## config.mk

```make
export PLATFORM = sky130hd
export DESIGN_NAME = data_cache_flat
export DESIGN_NICKNAME = d
export VERILOG_FILES = /design/src/rtl/cache_pkg.sv /design/src/rtl/data_cache_if.sv /design/src/rtl/data_cache_store.sv /design/src/rtl/data_cache.sv /design/src/flat_wrapper.sv
export SDC_FILE = /design/constraint.sdc
export NUM_CORES = 2
export LEC_CHECK = 0
export BUFFER_PORTS_ARGS = -buffer_cell sky130_fd_sc_hd__buf_4
export CORE_MARGIN = 1
export CORE_UTILIZATION = 39
export CTS_CLUSTER_DIAMETER = 40
export DETAILED_ROUTE_END_ITERATION = 16
export GPL_TIMING_DRIVEN = 1
export SYNTH_ARGS = -nofsm -noshare
export SYNTH_HDL_FRONTEND = slang
export SYNTH_SLANG_ARGS = --single-unit
```

## constraint.sdc

```tcl
create_clock -name clk -period 11.2 [get_ports clk]
set_input_delay 0.56 -clock clk [delete_from_list [all_inputs] [get_ports clk]]
set_output_delay 0.56 -clock clk [all_outputs]
set_load 0.05 [all_outputs]
```

## src/rtl/cache_pkg.sv

```systemverilog
// Shared types, funct3 codes and address-field width helpers for the data cache.
package cache_pkg;

    typedef enum logic [1:0] {
        IDLE   = 2'd0,
        REFILL = 2'd1,
        WRITE  = 2'd2
    } cache_state_t;

    // RISC-V load/store funct3 encodings
    localparam logic [2:0] LB  = 3'b000;
    localparam logic [2:0] LH  = 3'b001;
    localparam logic [2:0] LW  = 3'b010;
    localparam logic [2:0] LBU = 3'b100;
    localparam logic [2:0] LHU = 3'b101;
    localparam logic [2:0] SB  = 3'b000;
    localparam logic [2:0] SH  = 3'b001;
    localparam logic [2:0] SW  = 3'b010;

    function automatic int word_bits(input int words_per_line);
        return $clog2(words_per_line);
    endfunction

    function automatic int index_bits(input int sets);
        return $clog2(sets);
    endfunction

    function automatic int tag_bits(input int addr_width, input int sets, input int words_per_line);
        return addr_width - $clog2(sets) - $clog2(words_per_line) - 2;
    endfunction

endpackage

```

## src/rtl/data_cache_if.sv

```systemverilog
// CPU-side and backing-memory-side signals of the data cache.
// slave is the cache's view, master is the view of whoever drives the cache.
interface data_cache_if #(
    parameter int ADDR_WIDTH = 32
);
    logic                  cpu_req_i;
    logic                  cpu_we_i;
    logic [2:0]            cpu_ctrl_i;
    logic [ADDR_WIDTH-1:0] cpu_addr_i;
    logic [31:0]           cpu_wdata_i;
    logic [31:0]           cpu_rdata_o;
    logic                  cpu_stall_o;
    logic                  mem_req_o;
    logic                  mem_we_o;
    logic [ADDR_WIDTH-1:0] mem_addr_o;
    logic [31:0]           mem_wdata_o;
    logic [3:0]            mem_wstrb_o;
    logic                  mem_ack_i;
    logic [31:0]           mem_rdata_i;

    modport slave (
        input  cpu_req_i, cpu_we_i, cpu_ctrl_i, cpu_addr_i, cpu_wdata_i,
        output cpu_rdata_o, cpu_stall_o,
        output mem_req_o, mem_we_o, mem_addr_o, mem_wdata_o, mem_wstrb_o,
        input  mem_ack_i, mem_rdata_i
    );

    modport master (
        output cpu_req_i, cpu_we_i, cpu_ctrl_i, cpu_addr_i, cpu_wdata_i,
        input  cpu_rdata_o, cpu_stall_o,
        input  mem_req_o, mem_we_o, mem_addr_o, mem_wdata_o, mem_wstrb_o,
        output mem_ack_i, mem_rdata_i
    );
endinterface

```

## src/rtl/data_cache_store.sv

```systemverilog
// Tag/valid/data storage for the direct-mapped cache. Reads are combinational;
// data is held as four byte-lane arrays so a strobed write touches only its lanes.
module cache_store #(
    parameter int SETS           = 16,
    parameter int WORDS_PER_LINE = 4,
    parameter int TAG_W          = 24,
    localparam int IDX_W         = $clog2(SETS),
    localparam int WORD_W        = $clog2(WORDS_PER_LINE)
) (
    input  logic              clk,
    input  logic              rst,
    input  logic [IDX_W-1:0]  rd_index,
    input  logic [WORD_W-1:0] rd_word,
    output logic              rd_valid,
    output logic [TAG_W-1:0]  rd_tag,
    output logic [31:0]       rd_data,
    input  logic              wr_en,
    input  logic [IDX_W-1:0]  wr_index,
    input  logic [WORD_W-1:0] wr_word,
    input  logic [31:0]       wr_data,
    input  logic [3:0]        wr_strb,
    input  logic              set_en,
    input  logic [IDX_W-1:0]  set_index,
    input  logic [TAG_W-1:0]  set_tag
);
    localparam int DEPTH = SETS * WORDS_PER_LINE;

    logic [SETS-1:0]         valid_reg;
    logic [TAG_W-1:0]        tag_mem [SETS];
    logic [IDX_W+WORD_W-1:0] rd_addr;
    logic [IDX_W+WORD_W-1:0] wr_addr;

    assign rd_addr  = {rd_index, rd_word};
    assign wr_addr  = {wr_index, wr_word};
    assign rd_valid = valid_reg[rd_index];
    assign rd_tag   = tag_mem[rd_index];

    generate
        for (genvar gi = 0; gi < 4; gi++) begin : g_lane
            logic [7:0] lane_mem [DEPTH];

            // Byte lane gi is written only when its strobe is set
            always_ff @(posedge clk) begin
                if (wr_en && wr_strb[gi]) begin
                    lane_mem[wr_addr] <= wr_data[8*gi +: 8];
                end
            end

            assign rd_data[8*gi +: 8] = lane_mem[rd_addr];
        end
    endgenerate

    // Tag is captured together with the valid bit at the end of a refill
    always_ff @(posedge clk) begin
        if (set_en) begin
            tag_mem[set_index] <= set_tag;
        end
    end

    // Valid bits are the only storage cleared by reset
    always_ff @(posedge clk or posedge rst) begin
        if (rst) begin
            valid_reg <= '0;
        end else if (set_en) begin
            valid_reg[set_index] <= 1'b1;
        end
    end

endmodule

```

## src/rtl/data_cache.sv

```systemverilog
// Direct-mapped, write-through, no-write-allocate data cache for the memory stage.
// Loads that miss refill a whole line word by word; every store goes to memory.
module data_cache import cache_pkg::*; #(
    parameter int SETS           = 16,
    parameter int WORDS_PER_LINE = 4,
    parameter int ADDR_WIDTH     = 32,
    parameter int DATA_WIDTH     = 32
) (
    input  logic         clk,
    input  logic         rst,
    data_cache_if.slave  bus
);
    localparam int WORD_W = word_bits(WORDS_PER_LINE);
    localparam int IDX_W  = index_bits(SETS);
    localparam int TAG_W  = tag_bits(ADDR_WIDTH, SETS, WORDS_PER_LINE);

    cache_state_t            state_reg, state_next;
    logic [WORD_W-1:0]       count_reg, count_next;

    logic [WORD_W-1:0]       addr_word;
    logic [IDX_W-1:0]        addr_index;
    logic [TAG_W-1:0]        addr_tag;
    logic                    rd_valid;
    logic [TAG_W-1:0]        rd_tag;
    logic [DATA_WIDTH-1:0]   rd_data;
    logic                    hit;

    logic                    wr_en;
    logic [WORD_W-1:0]       wr_word;
    logic [DATA_WIDTH-1:0]   wr_data;
    logic [3:0]              wr_strb;
    logic                    set_en;

    logic [7:0]              lane_byte;
    logic [15:0]             lane_half;
    logic [DATA_WIDTH-1:0]   load_data;
    logic [DATA_WIDTH-1:0]   store_data;
    logic [3:0]              store_strb;

    logic                    stall;
    logic                    mem_req;
    logic                    mem_we;
    logic [ADDR_WIDTH-1:0]   mem_addr;
    logic [DATA_WIDTH-1:0]   mem_wdata;
    logic [3:0]              mem_wstrb;

    assign addr_word  = bus.cpu_addr_i[WORD_W+1:2];
    assign addr_index = bus.cpu_addr_i[WORD_W+2 +: IDX_W];
    assign addr_tag   = bus.cpu_addr_i[ADDR_WIDTH-1 -: TAG_W];
    assign hit        = rd_valid && (rd_tag == addr_tag);

    cache_store #(
        .SETS           (SETS),
        .WORDS_PER_LINE (WORDS_PER_LINE),
        .TAG_W          (TAG_W)
    ) u_store (
        .clk       (clk),
        .rst       (rst),
        .rd_index  (addr_index),
        .rd_word   (addr_word),
        .rd_valid  (rd_valid),
        .rd_tag    (rd_tag),
        .rd_data   (rd_data),
        .wr_en     (wr_en),
        .wr_index  (addr_index),
        .wr_word   (wr_word),
        .wr_data   (wr_data),
        .wr_strb   (wr_strb),
        .set_en    (set_en),
        .set_index (addr_index),
        .set_tag   (addr_tag)
    );

    // Pick the addressed lane and sign/zero-extend it for writeback
    always_comb begin
        lane_byte = rd_data[{bus.cpu_addr_i[1:0], 3'b000} +: 8];
        lane_half = bus.cpu_addr_i[1] ? rd_data[31:16] : rd_data[15:0];
        case (bus.cpu_ctrl_i)
            LB:      load_data = {{24{lane_byte[7]}}, lane_byte};
            LH:      load_data = {{16{lane_half[15]}}, lane_half};
            LBU:     load_data = {24'd0, lane_byte};
            LHU:     load_data = {16'd0, lane_half};
            default: load_data = rd_data;
        endcase
    end

    // Replicate narrow store data across all lanes and build the byte strobes
    always_comb begin
        case (bus.cpu_ctrl_i)
            SB: begin
                store_data = {4{bus.cpu_wdata_i[7:0]}};
                store_strb = 4'b0001 << bus.cpu_addr_i[1:0];
            end
            SH: begin
                store_data = {2{bus.cpu_wdata_i[15:0]}};
                store_strb = 4'b0011 << {bus.cpu_addr_i[1], 1'b0};
            end
            default: begin
                store_data = bus.cpu_wdata_i;
                store_strb = 4'hF;
            end
        endcase
    end

    // FSM next state, stall, memory request and array write control
    always_comb begin
        state_next = state_reg;
        count_next = count_reg;
        stall      = 1'b0;
        mem_req    = 1'b0;
        mem_we     = 1'b0;
        mem_addr   = '0;
        mem_wdata  = '0;
        mem_wstrb  = 4'h0;
        wr_en      = 1'b0;
        wr_word    = addr_word;
        wr_data    = store_data;
        wr_strb    = store_strb;
        set_en     = 1'b0;
        case (state_reg)
            IDLE: begin
                if (bus.cpu_req_i) begin
                    if (bus.cpu_we_i) begin
                        stall      = 1'b1;
                        state_next = WRITE;
                    end else if (!hit) begin
                        stall      = 1'b1;
                        count_next = '0;
                        state_next = REFILL;
                    end
                end
            end
            REFILL: begin
                stall    = 1'b1;
                mem_req  = 1'b1;
                mem_addr = {bus.cpu_addr_i[ADDR_WIDTH-1:WORD_W+2], count_reg, 2'b00};
                if (bus.mem_ack_i) begin
                    wr_en      = 1'b1;
                    wr_word    = count_reg;
                    wr_data    = bus.mem_rdata_i;
                    wr_strb    = 4'hF;
                    count_next = count_reg + 1'b1;
                    if (&count_reg) begin
                        set_en     = 1'b1;
                        state_next = IDLE;
                    end
                end
            end
            WRITE: begin
                stall     = !bus.mem_ack_i;
                mem_req   = 1'b1;
                mem_we    = 1'b1;
                mem_addr  = {bus.cpu_addr_i[ADDR_WIDTH-1:2], 2'b00};
                mem_wdata = store_data;
                mem_wstrb = store_strb;
                if (bus.mem_ack_i) begin
                    // Write-through: only an already-present line is updated
                    wr_en      = hit;
                    state_next = IDLE;
                end
            end
            default: state_next = IDLE;
        endcase
    end

    // State and refill word counter; reset aborts any memory transaction
    always_ff @(posedge clk or posedge rst) begin
        if (rst) begin
            state_reg <= IDLE;
            count_reg <= '0;
        end else begin
            state_reg <= state_next;
            count_reg <= count_next;
        end
    end

    assign bus.cpu_stall_o = stall;
    assign bus.cpu_rdata_o = (state_reg == IDLE && bus.cpu_req_i && !bus.cpu_we_i && hit)
                             ? load_data : '0;
    assign bus.mem_req_o   = mem_req;
    assign bus.mem_we_o    = mem_we;
    assign bus.mem_addr_o  = mem_addr;
    assign bus.mem_wdata_o = mem_wdata;
    assign bus.mem_wstrb_o = mem_wstrb;

endmodule

```

## src/flat_wrapper.sv

```systemverilog
// flat-port wrapper written by rule: the top's interface ports become plain ports
module data_cache_flat import cache_pkg::*;
#(
    parameter int SETS           = 16,
    parameter int WORDS_PER_LINE = 4,
    parameter int ADDR_WIDTH     = 32,
    parameter int DATA_WIDTH     = 32
)
  (clk, rst, bus_cpu_req_i, bus_cpu_we_i, bus_cpu_ctrl_i, bus_cpu_addr_i, bus_cpu_wdata_i, bus_cpu_rdata_o, bus_cpu_stall_o, bus_mem_req_o, bus_mem_we_o, bus_mem_addr_o, bus_mem_wdata_o, bus_mem_wstrb_o, bus_mem_ack_i, bus_mem_rdata_i);
  data_cache_if #(.ADDR_WIDTH(ADDR_WIDTH)) bus_i ();
  input  logic clk;
  input  logic rst;
  input wire logic [$bits(bus_i.cpu_req_i)-1:0] bus_cpu_req_i;
  input wire logic [$bits(bus_i.cpu_we_i)-1:0] bus_cpu_we_i;
  input wire logic [$bits(bus_i.cpu_ctrl_i)-1:0] bus_cpu_ctrl_i;
  input wire logic [$bits(bus_i.cpu_addr_i)-1:0] bus_cpu_addr_i;
  input wire logic [$bits(bus_i.cpu_wdata_i)-1:0] bus_cpu_wdata_i;
  output wire logic [$bits(bus_i.cpu_rdata_o)-1:0] bus_cpu_rdata_o;
  output wire logic [$bits(bus_i.cpu_stall_o)-1:0] bus_cpu_stall_o;
  output wire logic [$bits(bus_i.mem_req_o)-1:0] bus_mem_req_o;
  output wire logic [$bits(bus_i.mem_we_o)-1:0] bus_mem_we_o;
  output wire logic [$bits(bus_i.mem_addr_o)-1:0] bus_mem_addr_o;
  output wire logic [$bits(bus_i.mem_wdata_o)-1:0] bus_mem_wdata_o;
  output wire logic [$bits(bus_i.mem_wstrb_o)-1:0] bus_mem_wstrb_o;
  input wire logic [$bits(bus_i.mem_ack_i)-1:0] bus_mem_ack_i;
  input wire logic [$bits(bus_i.mem_rdata_i)-1:0] bus_mem_rdata_i;
  assign bus_i.cpu_req_i = bus_cpu_req_i;
  assign bus_i.cpu_we_i = bus_cpu_we_i;
  assign bus_i.cpu_ctrl_i = bus_cpu_ctrl_i;
  assign bus_i.cpu_addr_i = bus_cpu_addr_i;
  assign bus_i.cpu_wdata_i = bus_cpu_wdata_i;
  assign bus_cpu_rdata_o = bus_i.cpu_rdata_o;
  assign bus_cpu_stall_o = bus_i.cpu_stall_o;
  assign bus_mem_req_o = bus_i.mem_req_o;
  assign bus_mem_we_o = bus_i.mem_we_o;
  assign bus_mem_addr_o = bus_i.mem_addr_o;
  assign bus_mem_wdata_o = bus_i.mem_wdata_o;
  assign bus_mem_wstrb_o = bus_i.mem_wstrb_o;
  assign bus_i.mem_ack_i = bus_mem_ack_i;
  assign bus_i.mem_rdata_i = bus_mem_rdata_i;
  data_cache #(.SETS(SETS), .WORDS_PER_LINE(WORDS_PER_LINE), .ADDR_WIDTH(ADDR_WIDTH), .DATA_WIDTH(DATA_WIDTH)) u_core (.clk(clk), .rst(rst), .bus(bus_i));
endmodule
```

==> reports/metrics.cfg <==
[worst_setup_path]
cp.required_ns = 10.64
cp-start-kind = input pin
end_kind = output pin
reg2reg_to = u_core.u_store.g_lane[2].lane_mem[3][3]
critical_path_class = in2out
timing.critical_path.buf_inv = 3
r2r_cells = 9
reg2reg_from = u_core.u_store.tag_mem[7][18]
crit_family = buffers and inverters
crit_fanout = 83
cpPeakStageDelay_ns = 0.84
reg2reg_slack_ns = 5.49
path_cells = buf_8 -> buf_4 -> mux4_2 -> mux2_2 -> a21oi_1 -> nand4_1 -> o31ai_1 -> o2111ai_1 -> nor4_2 -> nand2_1 -> a2111oi_0 -> buf_4
cp_common_cell = buf_4
worstPathArrival_ns = 6.59
cp_slowest_cell = nand2_1

[yosys]
synth_compound_area_share_pct = 2.44
synth_ff_type = edfxtp_1
synth_top_family_by_area = multiplexers
ys_ff_latch = 2452
synth_mux_area_share_pct = 16.9
avgSynthCellArea_um2 = 20.8
synth-edff-count = 2432
synth_seq_area_share_pct = 74.9
yosys.area_share.adder_pct = 0.0638
netlist_area_mm2 = 0.0981
synth_xor_area_share_pct = 0.179
synth-simple-area-share_pct = 3.76
synth_cells = 4717
async_reset_ff_share_pct = 0.816
yosys_warnings = 0
ys_types = 75

[run_status]
status = complete, no violations

[power_and_ir_drop]
p_total_uw = 22900
p_per_area_mw_per_mm2 = 201
power_frac_clock_pct = 41.6
p_switching_uw = 5900
p_int_uw = 17000
combinationalPowerShare_pct = 11.5
swShare_pct = 25.8
seqPwrFrac_pct = 46.9
ir_worst_vdd_uv = 168
p_leak_uw = 0.0359

[detailed_routing]
viasPerCell = 5.89
dr.pass1.iters = 6
top_layer_used = met5
drt_iter0_markers = 6857
drc_errors = 0
vias = 51000
wl_met2_um = 130000
drtAntennaViolNets = 0
wl_met1_um = 114000
routed_wl_um = 279000
avgRoutedWirePerCell_um = 32.2
met3_length_um = 25900

[hold_path]
hold_path_depth = 1
hold_start = bus_cpu_addr_i[8]
hp-class = in2reg
min_to = u_core.u_store.tag_mem[3][0]

[clocking]
post_cts_buffers = 0
clkSinkCount = 2452
tritoncts = done
insertion_delay_ns = 0.93
clockBufferDepth = 4
clk_pin_slew_ns = 0.06
cts-buffers-inserted = 303
cts-htree-levels = 5
cts-root-buf = clkbuf_16

[floorplan]
dieArea_mm2 = 0.254
initial_core_util_pct = 39.3
die_h_um = 504
row_count = 183
boundaryPins = 207
die-width_um = 504
core_area_mm2 = 0.249

[place]
dpl_cell_area_mm2 = 0.104
place_congestion = 0.840
dpl.hpwl_um = 169000
io_buffers = 204
pre_cts_ws_ns = 3.76

[run]
cap_violations = 0

[layout]
final_common_cell = edfxtp_1
area_growth_syn_to_layout_pct = 16.2
fin_nets = 5213
drive_gt1_share_pct = 32.0
final_area_mm2 = 0.114
final_cell_mix = edfxtp_1 (2432), mux4_2 (656), buf_4 (360)
largest_reg_flops = 2048

[sta]
fin_crit_sh_pct = 63.8
slew_violations = 0
fin_setup_tns_ns = 0
slew_headroom_pct = 2.24
setup_viol = 0
finalWorstSetupSlack_ns = 4.05
worstMarginPinSlew_ns = 1.46
rsz0062_at_grt = no
fin_skew_ns = 0.0763
fmax_mhz = 140
hold_viol_final = 0
period_needed_ns = 7.15

[global_route]
gr-usage-all-layers_pct = 21.8
grt_max_degree = 111
grt_pass1_wl_um = 389000
grt_pass1_vias = 50300
grt-ovfl-total = 0
antenna_found_initial = 16

## cells by family after synthesis
| family | Yosys count |
|---|---|
| and+or+nand+nor | 720 |
| buffers and inverters | 335 |
| muxes | 835 |
| xor gates and xnor gates | 20 |
| adders and majority gates | 5 |
| AOI/OAI and AO/OA | 349 |
| other | 1 |
| DFF | 2452 |
## area by class of cell
class	count	area (um2)
Tap cell	3330	4170
Multi-Input combinational cell	1931	23400
Fill cell	20800	135000
Sequential cell	2452	73500
Antenna cell	12	30.0
Inverter	30	121
Clock inverter	181	1880
Clock buffer	340	7830
Timing Repair Buffer	386	3040
## metrics by stage
step | cells | util, % | hold WS (ns)
5_1_grt | 8651 | 45.7 | 0.0104
4_1_cts | 8642 | 45.7 | 0.000455
3_3_place_gp | 8111 | 41.7 | 0.446
3_5_place_dp | 8111 | 41.7 | 0.452
2_1_floorplan | 4718 | - | 0.434
6_report | 8662 | 45.7 | 0.0414
## power groups by stage
stage                     logic [uW]  clock network, uW  registers [uW]
final                           2640               9510           10700
after global routing            2750               9970           10700
after CTS                       2640               9610           10700
after detailed placement        2640                  0           10900
after global placement          2590                  0           10900
after floorplan                 1410                  0           11000
## cells in the mapped netlist, types with 12 or more instances
| library cell | instances | area share, % |
|---|---|---|
| a31oi_1 | 14 | 0.089 |
| o211ai_1 | 12 | 0.092 |
| nand2_1 | 179 | 0.68 |
| mux4_2 | 656 | 15 |
| buf_6 | 13 | 0.15 |
| buf_2 | 105 | 0.54 |
| mux2i_1 | 144 | 1.5 |
| edfxtp_1 | 2432 | 74 |
| buf_1 | 18 | 0.069 |
| clkbuf_1 | 128 | 0.49 |
| or2_2 | 23 | 0.15 |
| nor3_1 | 119 | 0.61 |
| o22ai_1 | 37 | 0.24 |
| a22oi_1 | 39 | 0.30 |
| nor3_2 | 72 | 0.73 |
| a21oi_1 | 84 | 0.43 |
| nand3_1 | 29 | 0.15 |
| a32oi_1 | 13 | 0.12 |
| inv_1 | 28 | 0.11 |
| a221oi_1 | 14 | 0.12 |
| mux2_2 | 35 | 0.40 |
| nor2_1 | 200 | 0.77 |
| dfrtp_1 | 20 | 0.51 |
| o21ai_0 | 56 | 0.29 |
| buf_4 | 41 | 0.31 |
| and2_1 | 46 | 0.29 |
## how the worst max path moves through the flow
stage                                 start                                      end  slack [ns]  cells after the start
after floorplan           bus_cpu_addr_i[3]                       bus_cpu_rdata_o[1]        5.42                     13
after global placement    bus_cpu_addr_i[4]  u_core.u_store.g_lane[2].lane_mem[3][3]        3.95                     12
after detailed placement  bus_cpu_addr_i[4]  u_core.u_store.g_lane[2].lane_mem[3][5]        3.76                     12
after CTS                 bus_cpu_addr_i[4]                       bus_cpu_rdata_o[2]        4.13                     12
after global routing      bus_cpu_addr_i[4]                       bus_cpu_rdata_o[2]        3.69                     12
final                     bus_cpu_addr_i[4]                       bus_cpu_rdata_o[2]        4.05                     12
## repair_timing
| action | 4_1_cts | 5_1_grt |
|---|---|---|
| resized for setup | 0 | 0 |
| hold buffers | 10 | 0 |
| endpoints found under the hold margin | 119 | 0 |
## routing by layer
metal | track usage, % | vias to the layer above
met5 | 0 | -
met4 | 7.15 | 12
met3 | 5.00 | 521
met2 | 33.5 | 2722
met1 | 30.7 | 27300
li1 | - | 20500
Note: power is estimated with default switching activity, not from simulation.
